## config.mk

```make
export PLATFORM = sky130hd
export DESIGN_NAME = sl3p_tx_sched
export DESIGN_NICKNAME = d
export VERILOG_FILES = /design/src/rtl/sl3p_tx_sched.sv
export SDC_FILE = /design/constraint.sdc
export NUM_CORES = 1
export LEC_CHECK = 0
export CORE_AREA = 2 2 207 209
export CTS_CLUSTER_DIAMETER = 40
export DETAILED_ROUTE_END_ITERATION = 10
export DIE_AREA = 0 0 209 211
export HOLD_SLACK_MARGIN = 0.06
export SYNTH_ARGS = -nofsm -noshare
export SYNTH_HDL_FRONTEND = slang
export SYNTH_SLANG_ARGS = --single-unit
```

## constraint.sdc

```tcl
create_clock -name clk -period 2 [get_ports clk]
set_input_delay 0.2 -clock clk [delete_from_list [all_inputs] [get_ports clk]]
set_output_delay 0.2 -clock clk [all_outputs]
set_load 0.005 [all_outputs]
```

## src/rtl/sl3p_tx_sched.sv

```systemverilog
`default_nettype none
// =============================================================================
// Module : sl3p_tx_sched
// Merges alignment markers, screened user data and idle fill into SL3 word-sets.
// Rev    : 1.0
// =============================================================================
module sl3p_tx_sched #(
   parameter int NUM_LN    = 4,
   parameter int AM_PERIOD = 2048,
   parameter int CNT_BITS  = 16
) (
   input  logic                 clk,
   input  logic                 srst,
   input  logic [NUM_LN*66-1:0] din,
   input  logic                 din_valid,
   output logic                 din_ready,
   output logic [NUM_LN*66-1:0] dout,
   output logic                 dout_valid,
   input  logic                 dout_ready,
   input  logic                 force_am,
   output logic                 am_sent,
   output logic                 idle_sent,
   output logic [NUM_LN-1:0]    hdr_err
);

   localparam int                  W           = 66;
   localparam logic [1:0]          c_hdr_ctl   = 2'b01;
   localparam logic [3:0]          c_type_idle = 4'b0000;
   localparam logic [3:0]          c_type_err  = 4'b0011;
   localparam logic [3:0]          c_type_am   = 4'b1100;
   localparam logic [CNT_BITS-1:0] c_cnt_one   = CNT_BITS'(1);
   localparam logic [CNT_BITS-1:0] c_cnt_last  = CNT_BITS'(AM_PERIOD - 1);

   logic [NUM_LN*W-1:0] w_am_set;
   logic [NUM_LN*W-1:0] w_idle_set;
   logic [NUM_LN*W-1:0] w_scr_set;
   logic [NUM_LN-1:0]   w_bad;
   logic                w_slot;

   logic [NUM_LN*W-1:0] dout_q,       dout_d;
   logic                dout_valid_q, dout_valid_d;
   logic                am_due_q,     am_due_d;
   logic [CNT_BITS-1:0] am_cnt_q,     am_cnt_d;
   logic                am_sent_q,    am_sent_d;
   logic                idle_sent_q,  idle_sent_d;
   logic [NUM_LN-1:0]   hdr_err_q,    hdr_err_d;

   for (genvar i = 0; i < NUM_LN; i++) begin : g_lane
      logic [W-1:0] w_word;
      logic [3:0]   w_type;

      assign w_word = din[i*W +: W];
      assign w_type = w_word[37:34];

      // AM type has even parity, so it must be rejected explicitly
      assign w_bad[i] = (w_word[1:0] == 2'b00) || (w_word[1:0] == 2'b11) ||
                        ((w_word[1:0] == c_hdr_ctl) && ((^w_type) || (w_type == c_type_am)));

      assign w_am_set[i*W +: W]   = {24'd0, 4'(i % 16), c_type_am, 32'd0, c_hdr_ctl};
      assign w_idle_set[i*W +: W] = {28'd0, c_type_idle, 32'd0, c_hdr_ctl};
      assign w_scr_set[i*W +: W]  = w_bad[i] ? {28'd0, c_type_err, 32'd0, c_hdr_ctl} : w_word;
   end

   assign w_slot    = dout_ready || !dout_valid_q;
   assign din_ready = !srst && !am_due_q && w_slot;

   always_comb begin
      dout_d       = dout_q;
      dout_valid_d = dout_valid_q;
      am_due_d     = am_due_q | force_am;
      am_cnt_d     = am_cnt_q;
      am_sent_d    = 1'b0;
      idle_sent_d  = 1'b0;
      hdr_err_d    = '0;
      if (w_slot) begin
         dout_valid_d = 1'b1;
         if (am_due_q) begin
            // a force_am landing on the AM slot re-arms for a back-to-back AM
            dout_d    = w_am_set;
            am_sent_d = 1'b1;
            am_cnt_d  = c_cnt_one;
            am_due_d  = force_am;
         end else begin
            if (am_cnt_q == c_cnt_last) begin
               am_due_d = 1'b1;
               am_cnt_d = '0;
            end else begin
               am_cnt_d = am_cnt_q + c_cnt_one;
            end
            if (din_valid) begin
               dout_d    = w_scr_set;
               hdr_err_d = w_bad;
            end else begin
               dout_d      = w_idle_set;
               idle_sent_d = 1'b1;
            end
         end
      end
   end

   always_ff @(posedge clk) begin
      if (srst) begin
         dout_q       <= w_idle_set;
         dout_valid_q <= 1'b0;
         am_due_q     <= 1'b1;
         am_cnt_q     <= '0;
         am_sent_q    <= 1'b0;
         idle_sent_q  <= 1'b0;
         hdr_err_q    <= '0;
      end else begin
         dout_q       <= dout_d;
         dout_valid_q <= dout_valid_d;
         am_due_q     <= am_due_d;
         am_cnt_q     <= am_cnt_d;
         am_sent_q    <= am_sent_d;
         idle_sent_q  <= idle_sent_d;
         hdr_err_q    <= hdr_err_d;
      end
   end

   assign dout       = dout_q;
   assign dout_valid = dout_valid_q;
   assign am_sent    = am_sent_q;
   assign idle_sent  = idle_sent_q;
   assign hdr_err    = hdr_err_q;

endmodule
`default_nettype wire

```

==> qor.csv, run 1 <==
metric,value,unit
path_max_fanout,3,
die_area,44100,um2
nets,1918,
ys_seq_area_share,57.1,%
crit_slowest_cell,clkdlybuf4s50_1,
die_width,209,um
hold_class,in -> reg,
cp.required,1.80,ns
dr_total_vias,10200,
leakage,6.69,nW
antennaDiodeCount,0,
grt_antenna_before_repair,0,
syn_area,10100,um2
cts_inserted_buffers,49,
status,"complete, no violations",
critPathLaunchType,flip-flop,
root_buffer,clkbuf_16,
grt_pass1_wl,58500,um
place_ws,-0.300,ns
std_cell_rows,75,
synth_mux_area_share,0,%
slowest_delay,0.49,ns
synth_edf_count,0,
cts_tree,built,
syn_nets,1358,
stdcell_area,18200,um2
fill_cells,4005,
yosysTopAreaCell,dfxtp_1,
power_density,872,nW/um2
peakVddDrop,576,uV
die_h,211,um
grt_pass1_vias,10200,
cp_cell_sequence,nand2b_1 -> nand3_4 -> inv_1 -> clkdlybuf4s50_1,
layout-drive-gt1-share,9.23,%
setup.worst_path.end_class,output pin,
worstMarginPinSlew,0.706,ns
synthSimpleGateAreaFrac,13.3,%
fin_crit_sh,93.9,%
synth_seq_cells,288,
route.detailed.drc,0,
placed_cell_area,16500,um2
grt_max_degree,132,
final_core_util,43.7,%
max_freq,532,MHz
synth_adder_area_share,2.11,%
crit_type,reg -> out,
synthArstFlopShare,0,%
maxCapViolations,0,
arrival,1.68,ns
gp_congestion,0.825,
dpl.hpwl,27900,um
first_pass_iters,5,
setup_viol,0,
drt_iter0_drc,578,
htreeDepth,2,
ant_nets,0,
hold_viol_final,0,
area_growth,80.4,%
maxSlewViolCount,0,
power.total,15.9,mW
synth.avg_cell_area,9.43,um2
io_pins,541,
clk_latency,0.56,ns
yosys.area_share.xor_xnor,0.607,%
viasPerCell,4.60,
synthFlopType,dfxtp_1,
fin_skew,0.0243,ns
period_needed,1.88,ns
io_buffers,540,
rsz0062_at_grt,no,
yosys-top-cells-area,"dfxtp_1 (57%), a22oi_1 (18%), nor2_1 (9.8%)",
worstPathBufferInverterCount,2,
grt_util_all_layers,16.8,%
post_drt_wl_per_cell,17.5,um
ys_types,40,
setup_ws,0.122,ns
path_delay_family,buffers and inverters,
cts_sinks,288,
coreArea,41800,um2
syn_inst,1072,
clk_pin_slew,0.06,ns
synth_compound_area_share,22.7,%
timing.slew.headroom,52.9,%
synth_top_family_by_area,compound AO/OA/AOI/OAI gates,
initial_utilization,24.2,%
cts_buffer_depth,3,
drt_wl_total,38600,um
ys_warn_count,0,
synth.top_cell.area_share,57.1,%
grt.overflow.total,0,
## path summary, 6_finish.rpt
| path | slack (ns) | end | startpoint | depth (start not counted) |
|---|---|---|---|---|
| worst min register to register | 0.45 | dout[1]$_SDFFE_PP0N_ | dout[1]$_SDFFE_PP0N_ | 2 |
| worst min-delay path | 0.21 | am_due_q$_SDFF_PP1_ | force_am | 2 |
| worst max register to register | 0.16 | dout[31]$_SDFFE_PP0N_ | dout_valid$_SDFFE_PP0N_ | 8 |
| worst max-delay path | 0.12 | din_ready | dout_valid$_SDFFE_PP0N_ | 4 |
## routing by layer
| layer | vias to the layer above | share of wire, % | track usage [%] |
|---|---|---|---|
| met2 | 361 | 50 | 28.9 |
| met1 | 4780 | 40 | 19.4 |
| li1 | 4935 | - | - |
| met5 | - | 0 | 0 |
| met3 | 83 | 7.8 | 5.63 |
| met4 | 0 | 3.0 | 6.31 |
## cells in the final DEF, fill, tap and decap left out, drive strengths merged, types with 4 or more instances in the layout
master         synthesis  final
nand2                 37     37
clkinv                 1     12
a22oi                238    238
dfxtp                288    288
xnor2                  4      4
and3                   4      4
a21oi                 17     17
buf                   11     57
o221a                  4      4
clkbuf                77     60
nor2                 264    264
inv                   21     26
clkdlybuf4s50          0    539
o21ai                 26     26
bufinv                 0      7
ha                    17     17
a211oi                 6      6
a31oi                 13     13
clkinvlp               0      5
a21o                   7      7
nand3                  9      9
## metrics by stage
stage / hold slack (ns) / instances / setup TNS (ns)
5_1_grt: 0.188 / 2208 / 0
3_3_place_gp: 0.438 / 2117 / -48.80
2_1_floorplan: 0.292 / 1072 / 0
4_1_cts: 0.172 / 2207 / 0
3_5_place_dp: 0.448 / 2117 / -51.08
6_report: 0.213 / 2208 / 0
## cell type report
type / count / area (um2) / share of cell area [%]
clock buffer: 60 / 1340 / 7.34
clock inverter: 28 / 382 / 2.09
inverter: 22 / 82.6 / 0.453
multi-input combinational: 674 / 3960 / 21.7
sequential: 288 / 5770 / 31.6
tap: 539 / 674 / 3.70
timing repair buffer: 597 / 6020 / 33.0
## sequential cells by signal (all words and copies together), names as in the netlist
register / count
am_due_q: 1
dout: 264
dout_valid: 1
idle_sent: 1
am_cnt_q: 16
am_sent: 1
hdr_err: 4
## logic make-up (layout without fill, tap and decap cells)
family                   count (synthesis)  in the layout
AND/OR/NAND/NOR                        334            334
buffers and inverters                  110            707
AO/OA/AOI/OAI                          316            316
XOR/XNOR                                 7              7
adder cells (fa/ha/maj)                 17             17
flip-flops                             288            288
## cell usage after synthesis (all sizes together), types with 2 or more instances
master	number
a211oi	6
a21o	7
a21oi	17
a22oi	238
a31oi	13
and3	4
buf	11
clkbuf	77
dfxtp	288
ha	17
inv	21
nand2	37
nand3	9
nand4	3
nor2	264
nor2b	3
nor3	3
nor4	2
o21ai	26
o221a	4
or3	3
xnor2	4
xor2	3
## report_power, final
group          internal, mW  total (mW)  switching, mW  leakage (nW)
registers              5.83        5.87         0.0463          2.33
logic                 0.798        1.34          0.540          3.53
clock network          5.69        8.69           3.00         0.830
total                  12.3        15.9           3.58          6.69
## repair_timing
item / CTS / global route
gates resized for setup: 3 / 0
setup buffers: 1 / 1
setup endpoints to repair: 1 / 1
endpoints found under the hold margin: 1 / 0
hold buffers: 1 / 0
pin swaps: 0 / 1
No activity file was read; power rests on OpenSTA's default activity.
==> run 2, diff against run 1 <==
--- a/config.mk
+++ b/config.mk
@@ -5,8 +5,9 @@
 export SDC_FILE = /design/constraint.sdc
 export NUM_CORES = 1
 export LEC_CHECK = 0
+export CAP_MARGIN = 25
 export CORE_AREA = 2 2 207 209
-export CTS_CLUSTER_DIAMETER = 40
+export CTS_CLUSTER_DIAMETER = 60
 export DETAILED_ROUTE_END_ITERATION = 10
 export DIE_AREA = 0 0 209 211
 export HOLD_SLACK_MARGIN = 0.06
==> run 2 against run 1 <==
  * Die area unchanged
  * Combinational power about the same
  * Highest routed layer unchanged
  * Global-route usage down 0.10 points
  * Final cell count decreased by 1.2%
  * Clock-buffer cell count is 10 lower
  * Utilization down 1.4 points
  * Critical endpoint unchanged
  * Sequential cell count unchanged
==> qor.csv, run 2 (same netlist as run 1, synthesis figures left out) <==
metric,value,unit
mostFrequentLayoutCells,"clkdlybuf4s50_1 (539), dfxtp_1 (288), nor2_1 (264)",
fin_crit_sh,94.0,%
max_freq,532,MHz
grt_pass1_wl,58200,um
io_buffers,540,
rsz0062_at_grt,no,
largest_reg_flops,264,
stdcell_area,17700,um2
grt.overflow.total,0,
worstMarginPinSlew,0.685,ns
use_met1,19.7,%
period_needed,1.88,ns
cp.required,1.80,ns
die_width,209,um
path_max_fanout,7,
clkPwrFrac,46.9,%
grt_util_all_layers,16.7,%
grt.met2_usage,29.1,%
power_density,768,nW/um2
clk_latency,0.53,ns
p_int,10.4,mW
whs,0.104,ns
setup_tns,0,ns
drt_wl_total,38300,um
critPathLaunchType,flip-flop,
seq_area,5770,um2
seq_power_share,43.3,%
hold_viol_final,0,
use_met3,4.61,%
grt_max_degree,132,
io_pins,541,
busiest_layer,met2,
hold_class,in -> reg,
dr_total_vias,10100,
grt_antenna_before_repair,0,
p_switching,3.16,mW
maxCapViolations,0,
drt_iter0_drc,668,
maxSlewViolCount,0,
p_comb_share,9.9,%
fill_cells,4061,
coreArea,41800,um2
htreeDepth,2,
final_core_util,42.3,%
ant_nets,0,
peakVddDrop,634,uV
std_cell_rows,75,
placed_cell_area,16500,um2
root_buffer,clkbuf_16,
timing.slew.headroom,54.3,%
cts_sinks,288,
setup_viol,0,
status,"complete, no violations",
arrival,1.68,ns
clk_pin_slew,0.06,ns
die_area,44100,um2
fin_skew,0.0182,ns
multi_input_area,3970,um2
route.detailed.drc,0,
layout-drive-gt1-share,7.79,%
post_drt_wl_per_cell,17.6,um
leakage,6.44,nW
die_h,211,um
cts_buffer_depth,3,
grt_pass1_vias,9979,
first_pass_iters,5,
area_growth,74.7,%
switching_share,23.3,%
cts_inserted_buffers,36,
setup.worst_path.end_class,output pin,
cts_tree,built,
antennaDiodeCount,0,
viasPerCell,4.61,
dpl.hpwl,27900,um
nets,1903,
final_common_cell,clkdlybuf4s50_1,
gp_congestion,0.825,
initial_utilization,24.2,%
crit_type,reg -> out,
==> run 2: cell count changes in the layout (fill, tap and decap cells not counted), moves of 2 or more <==
| cell | previous run | this run |
|---|---|---|
| bufinv_16 | 7 | 1 |
| clkinv_2 | 5 | 7 |
| clkinv_4 | 5 | 2 |
| clkbuf_1 | 5 | 7 |
| clkinvlp_4 | 5 | 0 |
| clkbuf_16 | 50 | 37 |
==> run 2: area by class of cell <==
cell class                 count  share of cell area, %
timing repair buffer         595                   34.0
sequential                   288                   32.7
multi-input combinational    674                   22.5
clock buffer                  50                   5.86
tap                          539                   3.82
clock inverter                14                  0.694
inverter                      22                  0.468
==> run 2: repair_timing <==
action                     4_1_cts  5_1_grt
gates resized for setup          3        1
cloned                           0        0
hold buffers                     0        0
setup buffers                    0        1
setup endpoints to repair        1        1
==> run 2: power groups by stage <==
stage / registers, mW / clock network (mW) / logic (mW)
floorplan: 5.99 / 0 / 0.382
global placement: 5.99 / 0 / 1.33
detailed placement: 5.99 / 0 / 1.34
CTS: 5.87 / 6.53 / 1.35
global route: 5.87 / 6.80 / 1.44
finish: 5.87 / 6.35 / 1.34
==> run 2: metrics by stage <==
stage          power, mW  setup WS (ns)  std cells
5_1_grt             14.1         0.0100       2182
6_report            13.6          0.119       2182
3_3_place_gp        7.32         -0.288       2117
3_5_place_dp        7.33         -0.300       2117
4_1_cts             13.7         0.0235       2181
2_1_floorplan       6.37          0.257       1072
==> run 2: worst max-delay path: stages (launching register included) <==
cell	delay, ns
dfxtp_1	0.35
inv_2	0.11
nand3_4	0.11
inv_1	0.08
clkdlybuf4s50_1	0.49
==> run 2: path summary, 6_finish.rpt <==
| path | startpoint | endpoint | slack (ns) | cells past startpoint |
|---|---|---|---|---|
| worst min-delay path | srst | idle_sent$_SDFF_PP0_ | 0.10 | 4 |
| worst max register to register | am_cnt_q[1]$_SDFFE_PP0N_ | am_cnt_q[3]$_SDFFE_PP0N_ | 0.16 | 6 |
| worst max-delay path | am_due_q$_SDFF_PP1_ | din_ready | 0.12 | 4 |
| worst min register to register | dout[1]$_SDFFE_PP0N_ | dout[1]$_SDFFE_PP0N_ | 0.45 | 2 |
==> run 2: layer usage <==
metal	vias to the layer above	part of all wire [%]
met4	0	2.4
met2	355	50
li1	4881	-
met5	-	0
met3	56	6.9
met1	4769	41
==> run 3, diff against run 2 <==
--- a/config.mk
+++ b/config.mk
@@ -11,6 +11,8 @@
 export DETAILED_ROUTE_END_ITERATION = 10
 export DIE_AREA = 0 0 209 211
 export HOLD_SLACK_MARGIN = 0.06
+export PLACE_DENSITY = 0.55
+export REMOVE_ABC_BUFFERS = 1
 export SYNTH_ARGS = -nofsm -noshare
 export SYNTH_HDL_FRONTEND = slang
 export SYNTH_SLANG_ARGS = --single-unit
==> run 3 against run 2 <==
  * Final cell count up 0.46%
  * Clock power up 12%
  * First-iteration DRC count decreased by 23%
  * Via count increased by 0.41%
  * Global-route usage grew 0.32 points
  * Critical path type is now reg -> reg
  * Largest power group unchanged
  * Highest routed layer unchanged
==> qor.csv, run 3 (same netlist as run 1, synthesis figures left out) <==
metric,value,unit
path_max_fanout,7,
whs,0.257,ns
io_pins,541,
die_h,211,um
cts_buffer_depth,3,
critPathLaunchType,flip-flop,
peakVddDrop,688,uV
period_needed,1.89,ns
layout-drive-gt1-share,8.41,%
std_cell_rows,75,
die_area,44100,um2
status,"complete, no violations",
largest_reg_flops,264,
setup_viol,0,
dpl.hpwl,28700,um
hold_viol_final,0,
htreeDepth,2,
grt_max_degree,125,
grt.overflow.total,0,
clk_pin_slew,0.06,ns
rsz0062_at_grt,no,
hold_class,in -> reg,
route.detailed.drc,0,
die_width,209,um
area_growth,76.5,%
mostFrequentLayoutCells,"clkdlybuf4s50_1 (538), dfxtp_1 (287), nor2_1 (264)",
arrival,2.31,ns
grt_pass1_wl,58900,um
crit_type,reg -> reg,
drt_wl_total,39500,um
drt_iter0_drc,516,
clk_latency,0.53,ns
stdcell_area,17800,um2
gp_congestion,0.779,
power_density,804,nW/um2
antennaDiodeCount,0,
final_common_cell,clkdlybuf4s50_1,
io_buffers,540,
first_pass_iters,5,
root_buffer,clkbuf_16,
nets,1910,
viasPerCell,4.61,
cts_inserted_buffers,38,
fin_crit_sh,94.3,%
cts_tree,built,
grt_antenna_before_repair,1,
ant_nets,0,
maxCapViolations,0,
grt_pass1_vias,10200,
max_freq,530,MHz
coreArea,41800,um2
cts_sinks,288,
setup.worst_path.end_class,flip-flop,
grt_util_all_layers,17.0,%
maxSlewViolCount,0,
dr_total_vias,10100,
placed_cell_area,16500,um2
fin_skew,0.0102,ns
leakage,6.53,nW
post_drt_wl_per_cell,18.0,um
worstMarginPinSlew,0.641,ns
cp.required,2.42,ns
initial_utilization,24.2,%
timing.slew.headroom,57.3,%
==> run 3: path summary, 6_finish.rpt <==
kind,startpoint,to,slack [ns],depth (start not counted)
worst max-delay path,am_cnt_q[1]$_SDFFE_PP0N_,am_cnt_q[10]$_SDFFE_PP0N_,0.11,8
worst min-delay path,force_am,am_due_q$_SDFF_PP1_,0.26,2
worst max register to register,am_cnt_q[1]$_SDFFE_PP0N_,am_cnt_q[10]$_SDFFE_PP0N_,0.11,8
worst min register to register,dout[67]$_SDFFE_PP0N_,dout[67]$_SDFFE_PP0N_,0.45,2
==> run 3: critical path, cell delays in order, from the launching register on <==
cell,delay (ns)
dfxtp_1,0.39
ha_2,0.23
nand3_1,0.15
nor4_4,0.34
buf_4,0.20
nor2_1,0.06
buf_4,0.14
a41oi_1,0.20
nor2_1,0.06
==> run 3: layer usage <==
layer | GRT usage, % | wire [um] | vias to the layer above
li1 | - | - | 4910
met1 | 19.4 | 15500 | 4728
met4 | 6.53 | 1150 | 0
met5 | 0 | 0 | -
met2 | 28.9 | 19200 | 404
met3 | 6.41 | 3640 | 60
==> run 3: area by class of cell <==
cell class	instances	area, um2
fill	4081	23900
clock inverter	15	175
inverter	22	82.6
multi-input combinational	674	3950
sequential	288	5770
tap	539	674
clock buffer	54	1160
timing repair buffer	600	6020
==> run 3: per-stage QoR <==
step	power, mW	std cells	setup WS [ns]	utilization [%]	TNS, ns
after floorplan	6.29	984	-8.14	-	-1960.42
after global placement	7.33	2121	-0.263	39.5	-44.78
after detailed placement	7.34	2121	-0.267	39.5	-50.03
after CTS	14.6	2192	0.0514	42.7	0
after global routing	14.9	2192	0.00519	42.7	0
final	14.3	2192	0.114	42.7	0
==> run 3: repair_timing <==
action	in CTS	in global routing
hold buffers	1	0
pin swaps	0	0
resized for setup	1	2
setup buffers	1	0
endpoints found under the hold margin	12	0
endpoints found under the setup margin	1	2
==> run 3: report_power, final <==
group | switching, mW | internal, mW | leakage (nW)
Combinational | 0.544 | 0.799 | 3.54
Clock | 2.66 | 4.46 | 0.656
Sequential | 0.0475 | 5.82 | 2.33
Total | 3.25 | 11.1 | 6.53
